===== config.mk =====
export PLATFORM = sky130hd
export DESIGN_NAME = seq_mult_unit
export DESIGN_NICKNAME = d
export VERILOG_FILES = /design/src/rtl/seq_mult_unit_pkg.sv /design/src/rtl/seq_mult_unit_mag_conv.sv /design/src/rtl/seq_mult_unit.sv
export SDC_FILE = /design/constraint.sdc
export NUM_CORES = 1
export LEC_CHECK = 0
export ABC_AREA = 1
export CAP_MARGIN = 20
export CORE_ASPECT_RATIO = 1.75
export CORE_MARGIN = 5
export CORE_UTILIZATION = 41
export DETAILED_ROUTE_END_ITERATION = 7
export PLACE_DENSITY = 0.73
export SLEW_MARGIN = 40
export SYNTH_ARGS = -nofsm -noshare
export SYNTH_HDL_FRONTEND = slang
export SYNTH_SLANG_ARGS = --single-unit

===== constraint.sdc =====
create_clock -name CLK -period 2.7 [get_ports CLK]
set_clock_uncertainty 0.15 [all_clocks]
set_input_delay 0.27 -clock CLK [delete_from_list [all_inputs] [get_ports CLK]]
set_output_delay 0.27 -clock CLK [all_outputs]
set_load 0.01 [all_outputs]

===== src/rtl/seq_mult_unit_pkg.sv =====
// Shared definitions for the sequential shift-add multiplier: FSM state
// encodings (also used by the ALU decoder) and the default operand width.
package seq_mult_unit_pkg;

   localparam int MULT_W_DEFAULT = 8;

   typedef enum logic [1:0] {
      ST_IDLE = 2'd0,
      ST_CALC = 2'd1,
      ST_SIGN = 2'd2
   } state_e;

endpackage


===== src/rtl/seq_mult_unit_mag_conv.sv =====
// Combinational conditional two's complement negate. Used to take operand
// magnitudes on the way in and to restore the product sign on the way out.
module mag_conv #(
   parameter int W = 8
) (
   input  logic         neg,
   input  logic [W-1:0] in_val,
   output logic [W-1:0] out_val
);

   assign out_val = neg ? (~in_val + W'(1)) : in_val;

endmodule


===== src/rtl/seq_mult_unit.sv =====
// Multi-cycle shift-add multiplier for the ALU datapath. Signed operands are
// reduced to magnitudes, multiplied unsigned over WIDTH cycles, then the sign
// is restored in one final cycle. START/BUSY/DONE handshake for stalling.
module seq_mult_unit
   import seq_mult_unit_pkg::*;
#(
   parameter int WIDTH = MULT_W_DEFAULT
) (
   input  logic               CLK,
   input  logic               RESET,
   input  logic               START,
   input  logic               SIGNED_MODE,
   input  logic [WIDTH-1:0]   DATA1,
   input  logic [WIDTH-1:0]   DATA2,
   output logic [2*WIDTH-1:0] PRODUCT,
   output logic [WIDTH-1:0]   RESULT,
   output logic               OVERFLOW,
   output logic               BUSY,
   output logic               DONE
);

   localparam int CNT_W = $clog2(WIDTH + 1);

   state_e             state_q, state_d;
   logic [WIDTH-1:0]   mcand_q, mcand_d;
   logic [2*WIDTH-1:0] acc_q, acc_d;
   logic [CNT_W-1:0]   cnt_q, cnt_d;
   logic               neg_q, neg_d;
   logic               sgn_q, sgn_d;
   logic [2*WIDTH-1:0] product_q, product_d;
   logic               ovf_q, ovf_d;
   logic               busy_q, busy_d;
   logic               done_q, done_d;

   logic [WIDTH-1:0]   mag1, mag2, addend;
   logic [WIDTH:0]     sum;
   logic [2*WIDTH-1:0] prod_fix;
   logic [WIDTH:0]     hi_s;
   logic               ovf_fix;

   // Operand magnitudes: only negative inputs in signed mode are complemented.
   mag_conv #(.W(WIDTH)) u_mag1 (
      .neg     (SIGNED_MODE & DATA1[WIDTH-1]),
      .in_val  (DATA1),
      .out_val (mag1)
   );

   mag_conv #(.W(WIDTH)) u_mag2 (
      .neg     (SIGNED_MODE & DATA2[WIDTH-1]),
      .in_val  (DATA2),
      .out_val (mag2)
   );

   // Sign correction of the unsigned accumulator, mod 2^(2*WIDTH).
   mag_conv #(.W(2*WIDTH)) u_fix (
      .neg     (neg_q),
      .in_val  (acc_q),
      .out_val (prod_fix)
   );

   // One shift-add step: the lower accumulator half holds the remaining
   // multiplier bits, so acc_q[0] is the current multiplier LSB. The extra
   // sum bit catches the carry and shifts straight back into the upper half.
   assign addend = acc_q[0] ? mcand_q : '0;
   assign sum    = {1'b0, acc_q[2*WIDTH-1:WIDTH]} + {1'b0, addend};

   // Signed result fits iff bits [2W-1:W-1] are a pure sign extension.
   assign hi_s    = prod_fix[2*WIDTH-1:WIDTH-1];
   assign ovf_fix = sgn_q ? ~((&hi_s) | (~|hi_s)) : (|prod_fix[2*WIDTH-1:WIDTH]);

   // Next-state and datapath update for the IDLE -> CALC -> SIGN sequence.
   always_comb begin
      // NOTE: every _d gets a default before the case so no path can infer a latch.
      state_d   = state_q;
      mcand_d   = mcand_q;
      acc_d     = acc_q;
      cnt_d     = cnt_q;
      neg_d     = neg_q;
      sgn_d     = sgn_q;
      product_d = product_q;
      ovf_d     = ovf_q;
      done_d    = 1'b0;

      case (state_q)
         ST_IDLE: begin
            if (START) begin
               mcand_d = mag1;
               acc_d   = {{WIDTH{1'b0}}, mag2};
               cnt_d   = '0;
               neg_d   = SIGNED_MODE & (DATA1[WIDTH-1] ^ DATA2[WIDTH-1]);
               sgn_d   = SIGNED_MODE;
               state_d = ST_CALC;
            end
         end
         ST_CALC: begin
            acc_d = {sum, acc_q[WIDTH-1:1]};
            cnt_d = cnt_q + CNT_W'(1);
            if (cnt_q == CNT_W'(WIDTH - 1)) begin
               state_d = ST_SIGN;
            end
         end
         ST_SIGN: begin
            product_d = prod_fix;
            ovf_d     = ovf_fix;
            done_d    = 1'b1;
            state_d   = ST_IDLE;
         end
         default: state_d = ST_IDLE;
      endcase

      busy_d = (state_d == ST_CALC) || (state_d == ST_SIGN);
   end

   // State register with synchronous reset; datapath registers are cleared too
   // so an aborted operation leaves nothing visible on the outputs.
   always_ff @(posedge CLK) begin
      // NOTE: non-blocking assignments so every flop samples pre-edge values.
      if (RESET) begin
         state_q   <= ST_IDLE;
         mcand_q   <= '0;
         acc_q     <= '0;
         cnt_q     <= '0;
         neg_q     <= 1'b0;
         sgn_q     <= 1'b0;
         product_q <= '0;
         ovf_q     <= 1'b0;
         busy_q    <= 1'b0;
         done_q    <= 1'b0;
      end else begin
         state_q   <= state_d;
         mcand_q   <= mcand_d;
         acc_q     <= acc_d;
         cnt_q     <= cnt_d;
         neg_q     <= neg_d;
         sgn_q     <= sgn_d;
         product_q <= product_d;
         ovf_q     <= ovf_d;
         busy_q    <= busy_d;
         done_q    <= done_d;
      end
   end

   assign PRODUCT  = product_q;
   assign RESULT   = product_q[WIDTH-1:0];
   assign OVERFLOW = ovf_q;
   assign BUSY     = busy_q;
   assign DONE     = done_q;

endmodule


==> run_results.csv, run 1 <==
group,metric,value,unit
cts,clock_tree.root_cell,"clkbuf_16",
drt,viasPerCell,5.12,
timing,setup_violations,0,
synthesis,sequential_cell_area_fraction_in_the_yosys_report,32.4,%
synthesis,count_of_state_elements_after_synthesis,51,
placed_design,port_buffers,46,
timing,rsz0062_at_grt,"false",
timing,period_needed,2.31,ns
pwr,total_power,1.82,mW
timing,max_clock_freq,0.433,GHz
timing,finalHoldViolations,0,
setup_path,crit_path_max_incr_delay,0.45,ns
synthesis,synth_area_leader_cell,"dfxtp_1",
die,placeableCoreArea,7570,um^2
timing,timing.slew.headroom,46.6,%
global_route,initial_antenna_violation_count,0,
cts,cts_buffers,5,
final_layout,area.growth.synth_to_final,20.2,%
synthesis,synthCells,454,
cts,cts.clk_slew.worst_paths,0.07,ns
synthesis,postSynthAreaPerCell,6.95,um^2
cts,cts_max_level,2,
die,io_pins,47,
synthesis,share_of_flip_flops_with_an_asynchronous_set_or_reset_after_synthesis,0,%
pwr,intPower,1.33,mW
cts,buffers_from_clock_root_to_sink_at_most,2,
drt,route.vias.total,2965,
timing,tightest_slew,0.800,ns
placed_design,instance_area_at_placement,3630,um^2
drt,avgRoutedWirePerCell,12.7,um
cts,cts_tree,"built",
synthesis,post_synth_most_frequent_cells,"nand2_1 (90), inv_1 (59), dfxtp_1 (51)",
pwr,p_sw_share,27.0,%
pwr,peakVddDrop,0.252,mV
cts,cts-hold-fix-buffers,0,
setup_path,critPathBufInv,2,
drt,wirelength,7350,um
die,rows,42,
synthesis,yosys_warnings,0,
run_status,outcome,"finished, final reports clean",
synthesis,ranking_of_synthesized_cells_by_area,"dfxtp_1 (32%), nand2_1 (11%), inv_1 (7.0%)",
global_route,overflow,0,
job,drv_cap,0,
cts,cts_num_sinks,51,
global_route,grt_start_max_net_pins,28,
drt,drt_pass1_iterations,4,
timing,post-route-period-util,85.5,%
cts,clkLatencyLatePin,0.29,ns
synthesis,yosys.cell_count.top_type,"nand2_1",
setup_path,critical_path_arrival,2.33,ns
global_route,grt_pass1_wl,12200,um
placed_design,gp_routability_congestion,0.849,
timing,maxSlewViolCount,0,
synthesis,synth_top_area_share,32.4,%
placed_design,detailedPlacementHpwl,5730,um
pwr,pwr-share-seq,44.3,%
final_layout,diodes,0,
die,floorplan.initialDensity,41.7,%
pwr,p_clk_share,39.2,%
final_layout,post_layout_inst_area,3790,um^2
global_route,first_global_vias,2826,
setup_path,critical_path.top_delay_family,"compound AO/OA/AOI/OAI gates",
setup_path,cpMostUsedCell,"nand2_1",
setup_path,timing.setup.critical_path_class,"reg -> reg",
timing,accumulated_negative_setup_slack,0,ns
pwr,leakagePower,1.71,nW
setup_path,endpoint_kind,"flip-flop",
drt,post-route-drc-count,0,
synthesis,synthesis.area,3150,um^2
synthesis,count_of_flip_flops_with_a_built_in_enable_after_synthesis,0,
global_route,grt_usage,15.1,%
cts,postCtsSetupRepairBufs,0,
synthesis,postSynthNetCount,487,
final_layout,layout-drive-gt1-share,12.2,%
final_layout,layout.nets,524,
pwr,total_switching_power,490,uW
setup_path,critical_path_required,2.72,ns
pwr,power.density_cell_area,480,nW/um^2
setup_path,critical_path.cell_chain,"buf_4, nand2_1, inv_1, ha_1, a21oi_1, nand2_1, nand2_1, nand2_1, a21oi_1, nor2_1, o21a_1, o21ai_0, a21oi_1",
drt,antenna_left,0,
die,die_width,76.3,um
setup_path,cp_max_fo,6,
synthesis,synth_flop_cell,"dfxtp_1",
min_path,min_path_type,"reg -> reg",
setup_path,crit_path_start_kind,"flip-flop",
synthesis,synthDistinctLibCells,37,
cts,cts_repair_resize_count,0,
die,die_area,9620,um^2
setup_path,cp_slowest_cell,"dfxtp_1",
pwr,p_comb_share,16.5,%
drt,drtIter0Drc,164,
die,vertical_die_dimension,126,um
==> power by group through the flow <==
stage                     clock [mW]  sequential [mW]  combinational [mW]
after floorplan                    0            0.815               0.218
after global placement             0            0.821               0.290
after detailed placement           0            0.823               0.299
after CTS                      0.726            0.805               0.300
after global routing           0.751            0.810               0.334
final                          0.713            0.805               0.299
==> cell usage in the layout (no fill, tap or decap), drive strengths merged, types with 2 or more instances in the layout <==
master / Yosys / routed
a21oi: 43 / 43
xor2: 9 / 9
clkbuf: 7 / 5
o211ai: 7 / 7
buf: 15 / 6
xnor2: 3 / 3
o31ai: 2 / 2
o221ai: 2 / 2
nand3: 32 / 32
ha: 12 / 12
dfxtp: 51 / 51
a31oi: 5 / 5
nand4: 3 / 3
nand2: 107 / 107
inv: 70 / 70
clkdlybuf4s50: 0 / 46
nor3: 3 / 3
nor2: 40 / 40
o21ai: 33 / 33
o21a: 3 / 3
==> worst register-to-register path, stage by stage, from the launching register on <==
cell and delay (ns):
dfxtp_1 0.45, buf_4 0.19, nand2_1 0.05, inv_1 0.05, ha_1 0.27, a21oi_1 0.17, nand2_1 0.11, nand2_1 0.07
nand2_1 0.05, a21oi_1 0.16, nor2_1 0.07, o21a_1 0.18, o21ai_0 0.15, a21oi_1 0.08
==> flip-flops by register name (all words and copies together) (netlist names) <==
name	count
acc_q	16
cnt_q	4
DONE	1
OVERFLOW	1
mcand_q	8
state_q	2
sgn_q	1
BUSY	1
PRODUCT	16
neg_q	1
==> final timing paths <==
kind / depth (start not counted) / slack, ns / end / from
setup / recovery: 13 / 0.39 / acc_q[15] / acc_q[0]
setup reg to reg: 13 / 0.39 / acc_q[15] / acc_q[0]
hold reg to reg: 2 / 0.32 / cnt_q[3] / cnt_q[3]
hold / removal: 2 / 0.32 / cnt_q[3] / cnt_q[3]
==> final cells by class <==
| type | count | area, um^2 |
|---|---|---|
| clock buffers | 5 | 125 |
| well taps | 88 | 110 |
| fillers | 773 | 3780 |
| flip-flops and latches | 51 | 1020 |
| repair buffers | 52 | 505 |
| clock inverters | 2 | 37.5 |
| inverters | 70 | 268 |
| multi-input cells | 311 | 1720 |
==> per-layer routing <==
metal | wire, um | global-route usage (%) | up-vias
met5 | 0 | 0 | -
met2 | 4080 | 30.5 | 61
met4 | 141 | 6.39 | 0
li1 | - | - | 1538
met1 | 2870 | 15.2 | 1358
met3 | 264 | 1.43 | 8
==> kinds of logic (layout without fill, tap and decap cells) <==
logic type | Yosys count | count (layout) | share of synthesized area [%]
simple gates | 186 | 186 | 27.7
flops | 51 | 51 | 32.4
fa+ha+maj | 13 | 13 | 5.39
buf+inv | 92 | 129 | 13.0
compound gates | 100 | 100 | 17.9
xor+xnor | 12 | 12 | 3.57
==> metrics by stage <==
step | std cells | setup slack (ns) | hold slack (ns) | utilization, %
2_1_floorplan | 454 | 0.625 | 0.280 | -
3_3_place_gp | 572 | 0.489 | 0.305 | 47.9
3_5_place_dp | 572 | 0.413 | 0.311 | 47.9
4_1_cts | 579 | 0.400 | 0.321 | 50.1
5_1_grt | 579 | 0.161 | 0.341 | 50.1
6_report | 579 | 0.392 | 0.317 | 50.1
No activity file was read; power rests on OpenSTA's default activity.
==> run 2: changes to the inputs <==
CAP_MARGIN = default   (was 20)
CORE_ASPECT_RATIO = 1.25   (was 1.75)
SKIP_LAST_GASP = 1   (was default)
==> run 2 against run 1 <==
Sequential power hardly changed. Cell count is 0.86% higher. Die area down 0.61%. Hold slack improved by 0.0049 ns. Global-route usage increased by 0.54 points. Count of clock-buffer cells in the layout unchanged. Cell area is 0.56% lower. Total power shrank 4.4%. Non-clock buffer count unchanged. Wire length fell by 4.6%. Largest cell class unchanged.
==> run_results.csv, run 2 (synthesized netlist as in run 1, its figures left out) <==
group,metric,value,unit
setup_path,cp_slowest_cell,"dfxtp_1",
setup_path,critical_path_arrival,2.34,ns
cts,cts_tree,"built",
setup_path,cpMostUsedCell,"nand2_1",
setup_path,source_of_the_critical_timing_path,"acc_q[0]",
setup_path,endpoint_kind,"flip-flop",
final_layout,diodes,0,
drt,viasPerCell,5.00,
die,placeableCoreArea,7440,um^2
timing,max_clock_freq,0.437,GHz
setup_path,rr_worst_depth,13,
timing,tightest_slew,0.773,ns
timing,worst_slack,0.409,ns
drt,post-route-drc-count,0,
global_route,grt_pass1_wl,12100,um
die,floorplan.initialDensity,42.4,%
timing,maxSlewViolCount,0,
final_layout,area.growth.synth_to_final,19.5,%
placed_design,port_buffers,46,
drt,route.vias.total,2922,
placed_design,detailedPlacementHpwl,5500,um
pwr,leakagePower,1.69,nW
setup_path,regToRegStartpoint,"acc_q[0]",
drt,antenna_left,0,
min_path,min_path_type,"reg -> reg",
cts,cts_max_level,2,
setup_path,crit_path_max_incr_delay,0.46,ns
die,rows,35,
timing,accumulated_negative_setup_slack,0,ns
cts,cts_repair_resize_count,0,
cts,cts-hold-fix-buffers,0,
timing,setup_violations,0,
timing,period_needed,2.29,ns
cts,clkLatencyLatePin,0.31,ns
die,die_area,9560,um^2
setup_path,critical_path.cell_chain,"buf_4, nand2_1, inv_1, ha_1, a21oi_1, nand2_1, nand2_1, nand2_1, a21oi_1, nor2_1, o21a_1, o21ai_0, a21oi_1",
drt,drt_pass1_iterations,4,
setup_path,setup.reg_to_reg.worst_slack,0.41,ns
global_route,grt_usage,15.7,%
setup_path,critical_path_required,2.75,ns
drt,drtIter0Drc,107,
final_layout,layout-drive-gt1-share,12.4,%
run_status,outcome,"finished, final reports clean",
pwr,peakVddDrop,0.335,mV
cts,cts_num_sinks,51,
timing,rsz0062_at_grt,"false",
job,drv_cap,0,
cts,buffers_from_clock_root_to_sink_at_most,2,
timing,post-route-period-util,84.8,%
setup_path,cp_max_fo,7,
pwr,power.density_cell_area,461,nW/um^2
global_route,initial_antenna_violation_count,0,
cts,cts_buffers,5,
die,io_pins,47,
final_layout,mostFrequentLayoutCell,"nand2_1",
die,die_width,88.5,um
pwr,total_power,1.74,mW
die,vertical_die_dimension,108,um
drt,wirelength,7010,um
placed_design,instance_area_at_placement,3630,um^2
global_route,first_global_vias,2802,
timing,timing.slew.headroom,48.4,%
setup_path,timing.setup.critical_path_class,"reg -> reg",
final_layout,post_layout_inst_area,3770,um^2
cts,clock_tree.root_cell,"clkbuf_8",
setup_path,r2r_end,"acc_q[15]",
placed_design,dp_slack,0.447,ns
drt,avgRoutedWirePerCell,12.0,um
final_layout,most-common-layout-cells,"nand2_1 (90), inv_1 (59), dfxtp_1 (51)",
cts,cts.clk_slew.worst_paths,0.10,ns
timing,finalHoldViolations,0,
placed_design,gp_routability_congestion,0.896,
global_route,grt_start_max_net_pins,27,
global_route,overflow,0,
setup_path,crit_path_start_kind,"flip-flop",
final_layout,layout.nets,524,
setup_path,timing.critical_path.to,"acc_q[15]",
cts,postCtsSetupRepairBufs,0,
## run 2: changes by cell type in the layout (fill, tap and decap cells not counted)
cell	change
bufinv_16	+1
clkbuf_8	+5
clkbuf_16	-5
## run 2: layout make-up
class                      count  area (um^2)
sequential                    51         1020
tap                           92          115
inverter                      70          268
multi-input combinational    311         1720
timing repair buffer          52          505
fill                         744         3680
clock inverter                 3         67.6
clock buffer                   5         68.8
## run 2: routing by layer
metal,global-route usage [%],wire length [um],share of wire (%),vias up
met5,0,0,0,-
met4,6.48,160,2.3,0
met3,1.98,312,4.4,12
met2,27.8,3400,49,68
met1,18.7,3140,45,1305
li1,-,-,-,1537
## run 2: power breakdown
group / internal, mW / total (mW) / switching [mW]
logic: 0.116 / 0.294 / 0.178
clock network: 0.370 / 0.638 / 0.268
registers: 0.779 / 0.807 / 0.0281
total: 1.26 / 1.74 / 0.474
## run 2: worst min-delay path by stage
stage,start,cells after the start,end
6_report,cnt_q[3],2,cnt_q[3]
5_1_grt,cnt_q[3],2,cnt_q[3]
4_1_cts,cnt_q[3],2,cnt_q[3]
3_5_place_dp,cnt_q[3],2,cnt_q[3]
3_3_place_gp,cnt_q[3],2,cnt_q[3]
2_1_floorplan,DATA1[7],2,mcand_q[7]
## run 2: worst max-delay path: cells and delay by family, from the launching register on
| kind | cells | cell delay (ns) |
|---|---|---|
| AND/OR/NAND/NOR | 5 | 0.34 |
| adder cells (fa/ha/maj) | 1 | 0.27 |
| buffers and inverters | 2 | 0.24 |
| AO/OA/AOI/OAI | 5 | 0.72 |
| flip-flops | 1 | 0.46 |
## run 2: through the flow
step	util, %	instances	hold slack, ns
final	50.6	584	0.322
after global routing	50.6	584	0.340
after CTS	50.6	584	0.326
after detailed placement	48.8	576	0.313
after global placement	48.8	576	0.304
after floorplan	-	454	0.280
==> run 3: changes to the inputs <==
PLACE_DENSITY = 0.76   (was 0.73)
clock period = 1.9 ns   (was 2.7 ns; I/O delays follow)
==> run 3 against run 2 <==
The run now ends with setup timing left. Die area did not move. Critical path depth rose by 2. Total power rose by 41%. Sequential share of layout area fell by 3.0 points. Critical endpoint unchanged.
==> run_results.csv, run 3 (synthesized netlist as in run 1, its figures left out) <==
group,metric,value,unit
timing,tightest_slew,0.336,ns
placed_design,numPlacedInstances,605,
drt,avgRoutedWirePerCell,13.0,um
setup_path,regToRegStartpoint,"acc_q[0]",
die,io_pins,47,
timing,accumulated_negative_setup_slack,-0.379,ns
timing,post-route-period-util,108,%
timing,rsz0062_at_grt,"true",
die,rows,35,
job,drv_cap,0,
setup_path,crit_path_max_incr_delay,0.37,ns
final_layout,final_core_density,57.1,%
drt,route.vias.total,3157,
setup_path,critical_path_required,2.00,ns
pwr,total_switching_power,715,uW
timing,fin_hold_ws,0.315,ns
placed_design,port_buffers,46,
timing,worst_slack,-0.156,ns
setup_path,setup.reg_to_reg.worst_slack,-0.16,ns
final_layout,layout.nets,565,
setup_path,critical_path_cell_count,15,
setup_path,critical_path_arrival,2.16,ns
setup_path,timing.setup.critical_path_class,"reg -> reg",
final_layout,most-common-layout-cells,"nand2_1 (82), inv_1 (51), dfxtp_1 (50)",
cts,cts_buffers,5,
setup_path,rr_worst_depth,15,
pwr,peakVddDrop,0.339,mV
global_route,overflow,0,
setup_path,critPathBufInv,3,
drt,drt_pass1_iterations,4,
run_status,outcome,"finished, violations left",
pwr,leakagePower,1.89,nW
final_layout,area.growth.synth_to_final,34.7,%
pwr,p_clk_share,31.7,%
final_layout,mostFrequentLayoutCell,"nand2_1",
die,floorplan.initialDensity,42.4,%
final_layout,layout-drive-gt1-share,25.5,%
drt,antenna_left,0,
pwr,pwr-share-seq,46.8,%
setup_path,source_of_the_critical_timing_path,"acc_q[0]",
global_route,grt_start_max_net_pins,27,
die,placeableCoreArea,7440,um^2
timing,maxSlewViolCount,0,
cts,buffers_from_clock_root_to_sink_at_most,2,
global_route,initial_antenna_violation_count,0,
cts,cts.clk_slew.worst_paths,0.10,ns
min_path,holdCritStartpoint,"cnt_q[3]",
global_route,grt_pass1_wl,12900,um
timing,max_clock_freq,0.486,GHz
cts,clkLatencyLatePin,0.32,ns
setup_path,timing.critical_path.to,"acc_q[15]",
cts,clock_tree.root_cell,"clkbuf_8",
drt,post-route-drc-count,0,
pwr,p_comb_share,21.6,%
setup_path,cpMostUsedCell,"nand2_2",
setup_path,r2r_end,"acc_q[15]",
drt,drtIter0Drc,159,
timing,setup_violations,5,
final_layout,diodes,0,
setup_path,cp_slowest_cell,"dfxtp_4",
pwr,power.density_cell_area,576,nW/um^2
global_route,first_global_vias,2993,
placed_design,gp_routability_congestion,0.847,
setup_path,critical_path.top_delay_family,"adder cells",
cts,cts_max_level,2,
min_path,min_path_type,"reg -> reg",
timing,timing.slew.headroom,77.5,%
setup_path,endpoint_kind,"flip-flop",
setup_path,critical_path.cell_chain,"nand2_2, inv_2, ha_4, inv_2, fa_2, inv_2, nand3_2, nand2_2, nand2_2, nand2_2, a21oi_4, nor2_2, o21a_1, o21ai_1, a21oi_1",
die,die_area,9560,um^2
setup_path,cp_max_fo,4,
timing,finalHoldViolations,0,
global_route,grt_usage,16.5,%
timing,period_needed,2.06,ns
cts,cts_tree,"built",
cts,cts_num_sinks,51,
pwr,p_sw_share,29.2,%
run_status,failing_checks,"setup timing",
placed_design,detailedPlacementHpwl,6000,um
die,vertical_die_dimension,108,um
drt,wirelength,8140,um
cts,cts-hold-fix-buffers,0,
die,die_width,88.5,um
drt,viasPerCell,5.05,
min_path,min_path_cells,2,
final_layout,finish.cell_count_without_fillers,625,
pwr,intPower,1.73,mW
setup_path,crit_path_start_kind,"flip-flop",
## run 3: stage by stage
step / setup slack [ns] / cell area [um^2] / total power, mW
global placement: -0.0696 / 3880 / 1.62
detailed placement: -0.169 / 3880 / 1.63
CTS: -0.183 / 4030 / 2.40
floorplan: -0.120 / 3170 / 1.47
finish: -0.156 / 4250 / 2.45
global route: -0.343 / 4250 / 2.57
## run 3: power by group through the flow
stage	clock (mW)	combinational, mW	sequential [mW]
6_report	0.776	0.528	1.15
2_1_floorplan	0	0.310	1.16
3_3_place_gp	0	0.455	1.17
5_1_grt	0.831	0.583	1.15
4_1_cts	0.782	0.472	1.14
3_5_place_dp	0	0.466	1.17
## run 3: worst reg2reg max path, delay by kind of cell, from the launching register on
family / cells / cell delay (ns)
AOI/OAI and AO/OA: 4 / 0.43
adders and majority gates: 2 / 0.47
buffers and inverters: 3 / 0.17
DFF: 1 / 0.37
and+or+nand+nor: 6 / 0.43
## run 3: layer usage
metal  vias up  share of wire, %  wire, um  track usage, %
met4         0               1.3       106            4.97
met3         8               4.0       328            2.74
li1       1620                 -         -               -
met1      1460                43      3490            19.4
met2        69                52      4220            30.2
met5         -                 0         0               0
## run 3: worst min path at each step
stage / slack [ns] / to
CTS: 0.32 / cnt_q[3]
global route: 0.34 / cnt_q[3]
finish: 0.32 / cnt_q[3]
detailed placement: 0.31 / cnt_q[3]
floorplan: 0.20 / mcand_q[7]
global placement: 0.30 / cnt_q[3]
## run 3: layout make-up
type | instances | area (um^2)
clock buffers | 5 | 68.8
clock inverters | 3 | 43.8
fillers | 691 | 3190
inverters | 70 | 268
multi-input cells | 311 | 1890
flip-flops and latches | 51 | 1020
well taps | 92 | 115
repair buffers | 93 | 837
## run 3: repair_timing
| item | 4_1_cts | 5_1_grt |
|---|---|---|
| endpoints found under the setup margin | 3 | 9 |
| pin swaps | 2 | 23 |
| resized for setup | 1 | 39 |
| buffers inserted | 3 | 9 |
| endpoints found under the hold margin | 0 | 0 |
==> edit: new RTL, flow settings as in run 1 <==
Encoding of `state_e`: now one-hot (3 bits for 3 states).
--- a/src/rtl/seq_mult_unit_pkg.sv
+++ b/src/rtl/seq_mult_unit_pkg.sv
@@ -4,10 +4,10 @@
 
    localparam int MULT_W_DEFAULT = 8;
 
-   typedef enum logic [1:0] {
-      ST_IDLE = 2'd0,
-      ST_CALC = 2'd1,
-      ST_SIGN = 2'd2
+   typedef enum logic [2:0] {
+      ST_IDLE = 3'b001,
+      ST_CALC = 3'b010,
+      ST_SIGN = 3'b100
    } state_e;
 
 endpackage
Check against the original RTL: same outputs for any inputs over 10 cycles, from zero or initial values and one cycle with RESET high; not proved beyond that.
==> edit against run 1 <==
Synthesized area fell by 2.0%. Via count increased by 1.3%. Wire length is 0.20% higher. Design area decreased by 1.7%. Largest power group unchanged. Setup slack lost 0.018 ns. Die area is 1.8% lower. Sequential cell count increased by 1. Fmax decreased by 0.79%. Total power shrank 5.9%.
==> edit: results (changes against run 1) <==
| Metric | Value |
|---|---|
| Root Buffer | `clkbuf_16` |
| Synth Area in Compound Gates | `18.02% (+0.087 points)` |
| Met3 wire length | `306 um (+16%)` |
| Hold crit path type | `register to register` |
| Layout cells sized above 1 | `5.389% (-6.8 points)` |
| Proportion of synthesized area in mux cells | `0% (unchanged)` |
| Detailed Route Iter0 Violations | `248 (+51%)` |
| Main flop type after synthesis | `dfxtp_1` |
| Outcome | `completed` |
| Clock slew at reported path FFs | `0.07 ns (about the same)` |
| Largest net degree at the start of global routing | `32 (+14%)` |
| Number of gates resized after CTS | `0 (unchanged)` |
| Latest clock arrival within the worst-skew pair | `0.29 ns (about the same)` |
| Highest Signal Layer | `met4` |
| Antenna violations before repair | `0 (unchanged)` |
| Global-route wire length before repair | `12300 um (+1.1%)` |
| DR vias | `3004 (+1.3%)` |
| Netlist cell types | `39 (+5.4%)` |
| CP max stage cell | `dfxtp_1` |
| Inserted Diodes | `0 (unchanged)` |
| Leak | `1.725 nW (+1.2%)` |
| GRT Total Usage | `16.35% (+1.2 points)` |
| Drt total wl | `7369 um (+0.20%)` |
| DP Area | `3580 um^2 (-1.3%)` |
| Setup repair bufs after CTS | `0 (unchanged)` |
| Filler cell count | `760 (-1.7%)` |
| Gpl congestion | `0.8820 (+3.9%)` |
| Vias in the first global route | `2798 (-0.99%)` |
| Met1 WL | `2855 um (-0.38%)` |
| Number of buffers created by CTS | `5 (unchanged)` |
| Syn_nets | `496 (+1.8%)` |
| XOR/XNOR share of the synthesized area | `3.117% (-0.45 points)` |
| Max IR drop VDD | `0.0003480 V (+38%)` |
| Dpl hpwl | `5789 um (+1.0%)` |
| Ys Warns | `0 (unchanged)` |
| Most instantiated cells after synthesis | `nand2_1 (109), inv_1 (62), dfxtp_1 (52)` |
| Met2 WL | `4005 um (-1.9%)` |
| Crit path arrival time | `2.35 ns (+0.02 ns)` |
| Htree depth | `2 (unchanged)` |
| CTS Buffer Depth | `2 (unchanged)` |
| Port bufs | `46 (unchanged)` |
| Slowest cell delay on critical path | `0.48 ns (+0.03 ns)` |
| Synth Area in Adders | `5.506% (+0.11 points)` |
| Nets | `533 (+1.7%)` |
| Asr flop ratio synth | `0% (unchanged)` |
| Crit path max fanout | `9 (+3)` |
| DR pass1 iterations | `4 (unchanged)` |
| Max-slew headroom | `70.79% (+24 points)` |
| Top cells by area, synth | `dfxtp_1 (34%), nand2_1 (13%), inv_1 (7.5%), a21oi_1 (6.6%), o21ai_0 (5.2%)` |
| Sequential area share after synthesis | `33.68% (+1.3 points)` |
==> edit: cell count changes after synthesis, moves of 4 or more <==
cell / run 1 / this run
nand2_1: 90 / 109
nor2_2: 8 / 4
nand3_1: 25 / 29
nor2_1: 30 / 40
nand3_2: 7 / 0
o21ai_0: 27 / 32
inv_2: 10 / 3
nand2_2: 15 / 2
buf_4: 14 / 9
o21ai_1: 6 / 0
buf_2: 0 / 6
==> edit: layout make-up <==
class,count,area (um^2),share of cell area (%)
clock buffers,6,128.9,3.460
clock inverters,2,16.27,0.4367
inverters,66,247.7,6.651
multi-input cells,323,1675,44.98
flip-flops and latches,52,1041,27.95
well taps,88,110.1,2.956
repair buffers,52,505.5,13.57
==> edit: final timing paths <==
check             slack (ns)  startpoint   endpoint  cells past startpoint
setup / recovery        0.37    acc_q[0]  acc_q[13]                     15
hold / removal          0.34    cnt_q[1]   cnt_q[1]                      2
setup reg to reg        0.37    acc_q[0]  acc_q[13]                     15
hold reg to reg         0.34    cnt_q[1]   cnt_q[1]                      2
==> edit: cell families (layout without fill, tap and decap cells) <==
group,after synthesis,count (layout)
buf+inv,88,126
compound gates,98,98
fa+ha+maj,13,13
xor+xnor,11,11
simple gates,201,201
flops,52,52
==> edit: critical path, delay by kind of cell (launching register included) <==
family,cells,cell delay (ns)
buf+inv,3,0.20
flops,1,0.48
fa+ha+maj,2,0.52
simple gates,6,0.46
compound gates,4,0.40
==> edit: where the power goes <==
group,leakage [nW],total (mW),internal [mW],switching (mW)
registers,0.423,0.820,0.794,0.0261
clock network,0.0671,0.629,0.346,0.284
logic,1.24,0.261,0.103,0.158
==> edit: routing by layer <==
| metal | GRT usage, % | up-vias |
|---|---|---|
| li1 | - | 1577 |
| met1 | 17.64 | 1345 |
| met2 | 29.80 | 66 |
| met3 | 2.423 | 16 |
| met4 | 7.003 | 0 |
| met5 | 0 | - |
==> edit: metrics by stage <==
step	util (%)	setup slack, ns	power (mW)	cells	hold WS [ns]
after floorplan	-	0.6465	1.011	463	0.2039
after global placement	47.97	0.4510	1.091	581	0.3165
after detailed placement	47.97	0.3988	1.099	581	0.3305
after CTS	49.92	0.3744	1.728	589	0.3404
after global routing	49.92	0.1116	1.796	589	0.3563
final	49.92	0.3739	1.711	589	0.3431
